$ cat config.mk
export PLATFORM = sky130hd
export DESIGN_NAME = posit_decode_arb
export DESIGN_NICKNAME = d
export VERILOG_FILES = /design/src/rtl/posit_decode_arb.sv
export SDC_FILE = /design/constraint.sdc
export NUM_CORES = 1
export LEC_CHECK = 0
export ABC_CLOCK_PERIOD_IN_PS = 18700
export CAP_MARGIN = 40
export CORE_ASPECT_RATIO = 1.25
export CORE_MARGIN = 2
export CORE_UTILIZATION = 54
export DETAILED_ROUTE_END_ITERATION = 10
export PLACE_DENSITY = 0.94
export SLEW_MARGIN = 0
export SYNTH_ARGS = -nofsm -noshare
export SYNTH_HDL_FRONTEND = slang
export SYNTH_SLANG_ARGS = --single-unit
$ cat constraint.sdc
create_clock -name clk -period 18.7 [get_ports clk]
set_input_delay 3.74 -clock clk [delete_from_list [all_inputs] [get_ports clk]]
set_output_delay 3.74 -clock clk [all_outputs]
set_load 0.01 [all_outputs]
$ cat src/rtl/posit_decode_arb.sv
// posit_decode_arb
//   Two-requester arbiter/sequencer for 32-bit posit decoding (es = 3).
//   Requests are granted round-robin, decoded one at a time (sign handling,
//   regime run detection), and the regime is stripped by an external
//   combinational left shifter before the fields are presented.
//
// Ports
//   clk, rst_n           clock, asynchronous active-low reset
//   req_valid/req_ready  per-requester handshake (at most one ready high)
//   req_posit0/1         posit operands of requester 0 / 1
//   sh_en, sh_in, sh_k   shared shifter request: sh_out = sh_in << (sh_k+1)
//   sh_out               shifter result (same cycle)
//   out_valid/out_ready  result handshake
//   out_tag              requester index of the result
//   out_sign/zero/nar    sign bit, zero and NaR flags
//   out_regime           signed regime value (-30..30)
//   out_exp, out_frac    exponent field, MSB-aligned fraction (no hidden bit)
module posit_decode_arb #(
    localparam int NREQ = 2,
    localparam int ES   = 3
) (
    input  logic                 clk,
    input  logic                 rst_n,
    input  logic [NREQ-1:0]      req_valid,
    output logic [NREQ-1:0]      req_ready,
    input  logic [31:0]          req_posit0,
    input  logic [31:0]          req_posit1,
    output logic                 sh_en,
    output logic [30:0]          sh_in,
    output logic [4:0]           sh_k,
    input  logic [30:0]          sh_out,
    output logic                 out_valid,
    input  logic                 out_ready,
    output logic                 out_tag,
    output logic                 out_sign,
    output logic                 out_zero,
    output logic                 out_nar,
    output logic signed [5:0]    out_regime,
    output logic [ES-1:0]        out_exp,
    output logic [27:0]          out_frac
);

    typedef enum logic [1:0] {
        IDLE  = 2'd0,
        LOD   = 2'd1,
        SHIFT = 2'd2,
        OUT   = 2'd3
    } state_t;

    state_t              state_q, state_d;
    logic                rr_q, rr_d;
    logic                tag_q, tag_d;
    logic                sign_q, sign_d;
    logic                zero_q, zero_d;
    logic                nar_q, nar_d;
    logic signed [5:0]   regime_q, regime_d;
    logic [ES-1:0]       exp_q, exp_d;
    logic [27:0]         frac_q, frac_d;
    logic [31:0]         p_q, p_d;
    logic [30:0]         body_q, body_d;
    logic [4:0]          shk_q, shk_d;

    logic                gnt;
    logic                accept;
    logic [30:0]         body;
    logic [4:0]          run;

    // Length of the run of bits equal to body[30], scanning down from bit 30.
    // Inverting a leading-one body turns the run into leading zeros.
    function automatic logic [4:0] run_len(input logic [30:0] b);
        logic [30:0] x;
        logic [4:0]  n;
        logic        done;
        x    = b[30] ? ~b : b;
        n    = 5'd0;
        done = 1'b0;
        for (int i = 30; i >= 0; i--) begin
            if (!done && !x[i]) n = n + 5'd1;
            else                done = 1'b1;
        end
        return n;
    endfunction

    // Run of ones encodes r-1, run of zeros encodes -r.
    function automatic logic signed [5:0] regime_of(input logic lead, input logic [4:0] r);
        logic signed [5:0] rs;
        rs = $signed({1'b0, r});
        return lead ? (rs - 6'sd1) : (-rs);
    endfunction

    // Both requesting: favour the lane that did not finish last.
    assign gnt    = (req_valid == 2'b11) ? ~rr_q : req_valid[1];
    assign accept = |(req_valid & req_ready);

    // Gated by rst_n so ready falls as soon as reset is asserted.
    always_comb begin
        req_ready = 2'b00;
        if (rst_n && state_q == IDLE && |req_valid)
            req_ready = gnt ? 2'b10 : 2'b01;
    end

    // Two's complement of the low 31 bits equals the low 31 bits of -p.
    assign body = p_q[31] ? (~p_q[30:0] + 31'd1) : p_q[30:0];
    assign run  = run_len(body);

    always_comb begin
        state_d  = state_q;
        rr_d     = rr_q;
        tag_d    = tag_q;
        sign_d   = sign_q;
        zero_d   = zero_q;
        nar_d    = nar_q;
        regime_d = regime_q;
        exp_d    = exp_q;
        frac_d   = frac_q;
        p_d      = p_q;
        body_d   = body_q;
        shk_d    = shk_q;
        case (state_q)
            IDLE: begin
                if (accept) begin
                    p_d     = gnt ? req_posit1 : req_posit0;
                    tag_d   = gnt;
                    state_d = LOD;
                end
            end
            LOD: begin
                sign_d = p_q[31];
                if (p_q[30:0] == 31'd0) begin
                    zero_d   = ~p_q[31];
                    nar_d    = p_q[31];
                    regime_d = 6'sd0;
                    exp_d    = '0;
                    frac_d   = 28'd0;
                    state_d  = OUT;
                end else begin
                    zero_d   = 1'b0;
                    nar_d    = 1'b0;
                    regime_d = regime_of(body[30], run);
                    body_d   = body;
                    // A full-width run has no terminator; shifting by 31 clears all.
                    shk_d    = (run == 5'd31) ? 5'd30 : run;
                    state_d  = SHIFT;
                end
            end
            SHIFT: begin
                exp_d   = sh_out[30:28];
                frac_d  = sh_out[27:0];
                state_d = OUT;
            end
            OUT: begin
                if (out_ready) begin
                    rr_d    = tag_q;
                    state_d = IDLE;
                end
            end
            default: state_d = IDLE;
        endcase
    end

    always_ff @(posedge clk or negedge rst_n) begin
        if (!rst_n) begin
            state_q  <= IDLE;
            rr_q     <= 1'b1;
            tag_q    <= 1'b0;
            sign_q   <= 1'b0;
            zero_q   <= 1'b0;
            nar_q    <= 1'b0;
            regime_q <= 6'sd0;
            exp_q    <= '0;
            frac_q   <= 28'd0;
        end else begin
            state_q  <= state_d;
            rr_q     <= rr_d;
            tag_q    <= tag_d;
            sign_q   <= sign_d;
            zero_q   <= zero_d;
            nar_q    <= nar_d;
            regime_q <= regime_d;
            exp_q    <= exp_d;
            frac_q   <= frac_d;
        end
    end

    // Operand holding registers; never observed outside the states that load them.
    always_ff @(posedge clk) begin
        p_q    <= p_d;
        body_q <= body_d;
        shk_q  <= shk_d;
    end

    assign sh_en      = (state_q == SHIFT);
    assign sh_in      = sh_en ? body_q : 31'd0;
    assign sh_k       = sh_en ? shk_q : 5'd31;
    assign out_valid  = (state_q == OUT);
    assign out_tag    = tag_q;
    assign out_sign   = sign_q;
    assign out_zero   = zero_q;
    assign out_nar    = nar_q;
    assign out_regime = regime_q;
    assign out_exp    = exp_q;
    assign out_frac   = frac_q;

endmodule

==> metrics.yaml <==
floorplanning:
  initial_core_util_pct: 55.1
  num_rows: 55
  design.die.area_sq_um: 19700
  die_x_microns: 126
  io_pins: 181
  chipHeight_microns: 156
  core_area_sq_um: 18200
cells_and_area:
  drive_above_1_share_pct: 9.99
  antenna_cells: 0
  final_common_cell: "clkdlybuf4s50_1"
  seq_area_sq_um: 3140
  final_area_sq_um: 12400
  synthToLayoutAreaGrowth_pct: 23.5
  finalNonFillerCells: 1499
  layout.nets: 1400
  multi_input_area_sq_um: 6450
  final_cell_mix: "179 x clkdlybuf4s50_1, 90 x nand2_1, 74 x nor2_1"
  fillers: 1303
clock_network:
  cts_sinks: 112
  clk-insertion-delay-late_ps: 370
  htree_levels: 3
  cts.clk_slew.worst_paths_ps: 90
  cts_tree: "built"
  cts_root_buffer: "clkbuf_16"
  cts_buffers: 9
  clock_path_buffers: 2
  postCtsSetupBuffers: 0
place:
  dpl.hpwl_mm: 22.2
  io_buffers: 180
  routabilityCongestion: 0.932
  place_ws_ps: 1100
  dp.cells: 1483
  place_area_sq_um: 12000
logic_synthesis:
  syn_area_per_cell_sq_um: 8.95
  synth.distinct_cells: 91
  synth_top_area_cell: "edfxtp_1"
  synthXorXnorAreaFrac_pct: 9.09
  synth_nets: 1253
  ys_seq_area_share_pct: 31.4
  synth_ff_type: "edfxtp_1"
  yosysWarnings: 0
  synthArstFlopShare_pct: 39.3
  synthCells: 1119
  synth_area_leaders: "edfxtp_1 20%, dfrtp_1 11%, mux2_2 4.9%, ha_1 4.2%, xnor2_1 3.9%"
  ys_ff_latch: 112
  synth.area.mux_share_pct: 8.04
  synth_compound_area_share_pct: 19.8
  synth_simple_gate_area_share_pct: 21.9
  netlist_area_sq_um: 10000
  synth_fa_ha_area_share_pct: 5.16
  synth_top_area_share_pct: 20.4
  synth-edff-count: 68
  synth_top_family_by_area: "simple AND/OR/NAND/NOR gates"
global_route:
  grt_overflow: 0
  track_usage_pct: 29.3
  grt_pass1_wl_mm: 47.0
  grt_pass1_vias: 9397
  grt_max_degree: 46
  antenna_found_initial: 0
hold_path:
  hold_class: "flip-flop to flip-flop"
worst_setup_path:
  path_max_fanout: 40
  critPathRequiredTime_ps: 19000
  max_stage_delay_ps: 600
  arrival_ps: 17860
  cp-start-kind: "flip-flop"
  end_kind: "flip-flop"
  slowest_stage: "or4_1"
  setup.worst_path.class: "flip-flop to flip-flop"
  critPathMostFrequentCell: "ha_1"
sta:
  worst_slew_pin_slew_ps: 879
  period_needed_ps: 17560
  hold_violations: 0
  tns_ps: 0
  slew_headroom_pct: 40.9
  rsz0062_at_grt: "false"
  clock_skew_ps: 8.03
  finalSetupViolations: 0
  fin_ws_ps: 1140
  slew_violations: 0
  fin_crit_sh_pct: 93.9
  clock.fmax_ghz: 0.0569
power:
  powerDensity_nw_per_um2: 123
  p_total_w: 0.00152
  leakage_nw: 4.62
  peakVddDrop_uv: 102
route:
  drt_pass1_iterations: 6
  drc_errors: 0
  ant_nets: 0
  wl_met3_mm: 2.56
  top_layer: "met4"
  dr.first_iter.drc_count: 1064
  vias_per_cell: 6.48
  wl_per_cell_microns: 19.7
  wl_met2_mm: 14.1
  vias: 9711
  wl_met1_mm: 11.2
  wl_mm: 29.5
status:
  outcome: "finished, final reports clean"
run:
  max_cap_viol_count: 0
==> routing by layer <==
metal / GRT usage (%) / vias up
met5: 0 / -
met4: 15.2 / 0
met3: 5.20 / 125
met2: 49.1 / 605
met1: 36.3 / 4515
li1: - / 4466
==> worst max-delay path, delay by kind of cell (launching register included) <==
kind / cells / cell delay, ps
buffers and inverters: 6 / 1080
adder cells (fa/ha/maj): 17 / 5140
multiplexers: 7 / 1660
AO/OA/AOI/OAI: 26 / 4930
AND/OR/NAND/NOR: 22 / 3870
XOR/XNOR: 1 / 290
flip-flops: 1 / 480
==> repair_timing <==
item | CTS | global route
gates resized for setup | 0 | 7
setup endpoints to repair | 0 | 6
hold buffers | 0 | 0
hold endpoints to repair | 0 | 0
==> synthesized netlist by cell type, types with 8 or more instances <==
master,number
nand2_1,90
nor2_1,74
edfxtp_1,68
inv_1,61
and2_1,50
clkbuf_1,45
xnor2_1,45
mux2_2,44
dfrtp_1,43
o21ai_0,42
nor3_1,41
a21oi_1,40
ha_1,34
a22o_1,33
mux2i_1,31
xor2_1,29
nand3_1,27
nand4_1,20
nand2b_1,18
or3_1,16
or4_1,16
and3_1,12
nor4_1,12
a31oi_1,11
o211ai_1,11
o22ai_1,11
o31ai_1,10
o41ai_1,10
or2_2,10
a211oi_1,9
nor2b_1,9
a21o_1,8
maj3_1,8
==> final timing paths <==
| path | from | end | slack [ps] | cells past startpoint |
|---|---|---|---|---|
| worst max-delay path | p_q[23] | out_regime[4] | 1140 | 79 |
| worst min-delay path | out_frac[10] | out_frac[10] | 510 | 1 |
| worst max register to register | p_q[23] | out_regime[4] | 1140 | 79 |
| worst min register to register | out_frac[10] | out_frac[10] | 510 | 1 |
| max in group asynchronous | rst_n | rr_q | 14880 | 2 |
| min in group asynchronous | rst_n | out_frac[3] | 3440 | 2 |
==> where the power goes <==
group	internal (W)	total [W]	switching, W
clock network	0.0000977	0.000208	0.000110
registers	0.000367	0.000422	0.0000543
logic	0.000405	0.000893	0.000488
total	0.000870	0.00152	0.000652
==> logic make-up after synthesis <==
family,after synthesis
AND/OR/NAND/NOR,414
buffers and inverters,121
adder cells (fa/ha/maj),43
flip-flops,112
multiplexers,75
XOR/XNOR,86
AO/OA/AOI/OAI,268
==> final cells by class <==
cell class	instances	share of cell area, %
multi-input cells	886	52.2
flip-flops and latches	112	25.4
repair buffers	195	15.7
well taps	228	2.31
inverters	62	1.88
clock buffers	9	1.82
clock inverters	7	0.718
==> state kept, by name, summed over array words and instances (netlist names), 2 cells and up <==
signal	cells
body_q	31
out_regime	6
state_q	2
shk_q	5
out_frac	28
p_q	32
out_exp	3
==> per-stage QoR <==
| stage | hold WS, ps | util [%] |
|---|---|---|
| floorplan | 488 | - |
| global placement | 488 | 65.9 |
| detailed placement | 492 | 66.2 |
| CTS | 515 | 67.9 |
| global route | 533 | 68.1 |
| finish | 513 | 68.1 |
(Power assumes the default switching activity.)
==> variant, RTL diff (same settings) <==
Reset style: synchronous (`rst_n`), changed in one clocked block. Comments in the files are not updated.
--- a/src/rtl/posit_decode_arb.sv
+++ b/src/rtl/posit_decode_arb.sv
@@ -160,3 +160,3 @@
 
-    always_ff @(posedge clk or negedge rst_n) begin
+    always_ff @(posedge clk) begin
         if (!rst_n) begin
Formal check against the unedited RTL: differs if rst_n is asserted again (counterexample within 4 cycles, from zero or initial values and one cycle with rst_n low); with rst_n held inactive, the same outputs for 4 cycles.
==> variant against the original RTL <==
Count of clock-buffer cells in the layout is the same. Area after synthesis is 3.3% lower. Power down 0.39%. Core utilization grew 0.71 points. Hold slack got worse by 0.049 ns. Cell area shrank 2.7%. Clock skew up 0.013 ns. Via count fell by 2.0%. Routed wire length shrank 7.4%. Sequential share of layout area is 1.1 points lower. Critical path depth decreased by 5. Non-clock buffer count down 5. Sequential cell count unchanged. Worst setup slack improved by 0.76 ns. Largest cell class unchanged.
==> variant: results (changes against the original RTL) <==
Logic synthesis
- **cell types occupying the most area after synthesis** sky130_fd_sc_hd__edfxtp_1, sky130_fd_sc_hd__dfxtp_1, sky130_fd_sc_hd__xnor2_1
- **number of distinct library cells after synthesis** 92, +1.1%
- **area fraction in compound gates after synthesis** 0.174, -0.0235
- **top cell types by occurrence after synthesis** sky130_fd_sc_hd__nand2_1, sky130_fd_sc_hd__nor2_1, sky130_fd_sc_hd__edfxtp_1, sky130_fd_sc_hd__o21ai_0
- **register area share after synthesis** 0.302, -0.0120
- **number of nets produced by synthesis** 1265, +0.96%
- **mean cell area of the mapped netlist** 8.56 um^2, -4.4%
- **mux contribution to synthesized area** 0.0712, -0.00923
- **adder-cell share of the synthesized area** 0.0512, -0.000410
- **share of async-settable or async-resettable flops after synthesis** 0, -0.393
- **xor-xnor portion of the synthesized cell area** 0.103, +0.0121

GRT
- **met1 usage** 0.362, -0.000949
- **met2 usage in global routing** 0.485, -0.00656
- **met3 usage** 0.0404, -0.0115
- **vias in the first global route** 9184, -2.3%
- **global router's overall resource usage** 0.289, -0.00363
- **pin count of the biggest net entering global routing** 45, -2.2%
- **wire length of the first global-routing pass** 44700 um, -4.9%

Drt
- **mean routed wirelength per cell** 18.1 um, -8.2%
- **total met3 wirelength after detailed routing** 1950 um, -24%
- **vias post-DR** 9517, -2.0%
- **Met2 Wirelength** 13500 um, -4.2%
- **starting DRC count in detailed routing** 881, -17%
- **detailed-route wire length on metal 1** 10700 um, -4.6%
- **overall routed net length** 27300 um, -7.4%
- **DRT Pass-1 Iters** 5, -1

Worst setup path
- **r2r setup slk** 1.90 ns, +0.76 ns
- **Critical R2R Capture** out_regime[4]
- **library cell contributing the largest single delay on the critical path** sky130_fd_sc_hd__nand4_1
- **worst path arrival time** 17.07 ns, -0.79 ns
- **critical path peak fanout** 33, -18%
- **Slowest Stage Delay on Critical Path** 0.69 ns, +0.09 ns
- **launch point of the worst path** p_q[0]
- **FF-to-FF path depth** 74, -6.3%

Run status
- **status** finished, final reports clean

Hold path
- **Hold Path Depth** 2, +1
- **class of the tightest hold or removal check** reg -> reg
- **Worst Hold Path EP** out_regime[5]
- **beginning of the worst hold path** out_regime[5]

STA
- **Hold Worst Slack** 0.464 ns, -0.0487 ns
- **worst relative slew slack** 0.407, -0.00114
- **Setup Skew** 0.0208 ns, +0.0127 ns

Place
- **final weighted congestion of routability-driven global placement** 0.963, +3.3%
- **worst-case setup slack after placement** 2.50 ns, +1.40 ns
- **hpwl dp** 19800 um, -10%
- **number of instances in the placed design** 1495, +0.81%

Finish
- **share of post-route cells with drive strength above 1** 0.0870, -0.0129
- **number of nets in the layout** 1416, +1.1%

Power and ir drop
- **leakage** 4.30 nW, -6.9%
- **Sw Pwr** 685 uW, +5.0%

variant: power groups by stage:
stage / Sequential (mW) / Combinational (mW) / Clock [mW]
2_1_floorplan: 0.385 / 0.625 / 0
3_3_place_gp: 0.395 / 0.831 / 0
3_5_place_dp: 0.396 / 0.877 / 0
4_1_cts: 0.393 / 0.893 / 0.213
5_1_grt: 0.400 / 0.999 / 0.221
6_report: 0.395 / 0.909 / 0.212
variant: worst max-delay path by stage:
stage | to | slack (ns) | cells past startpoint
2_1_floorplan | out_regime[4] | 4.96 | 77
3_3_place_gp | out_regime[4] | 3.44 | 74
3_5_place_dp | out_regime[4] | 2.50 | 74
4_1_cts | out_regime[4] | 2.21 | 74
5_1_grt | out_regime[4] | 0.60 | 74
6_report | out_regime[4] | 1.90 | 74
variant: layout make-up:
class | count | area (um^2)
clock buffers | 9 | 225
well taps | 224 | 280
clock inverters | 7 | 100
multi-input cells | 909 | 6370
repair buffers | 190 | 1920
fillers | 1246 | 5460
inverters | 60 | 225
flip-flops and latches | 112 | 2920
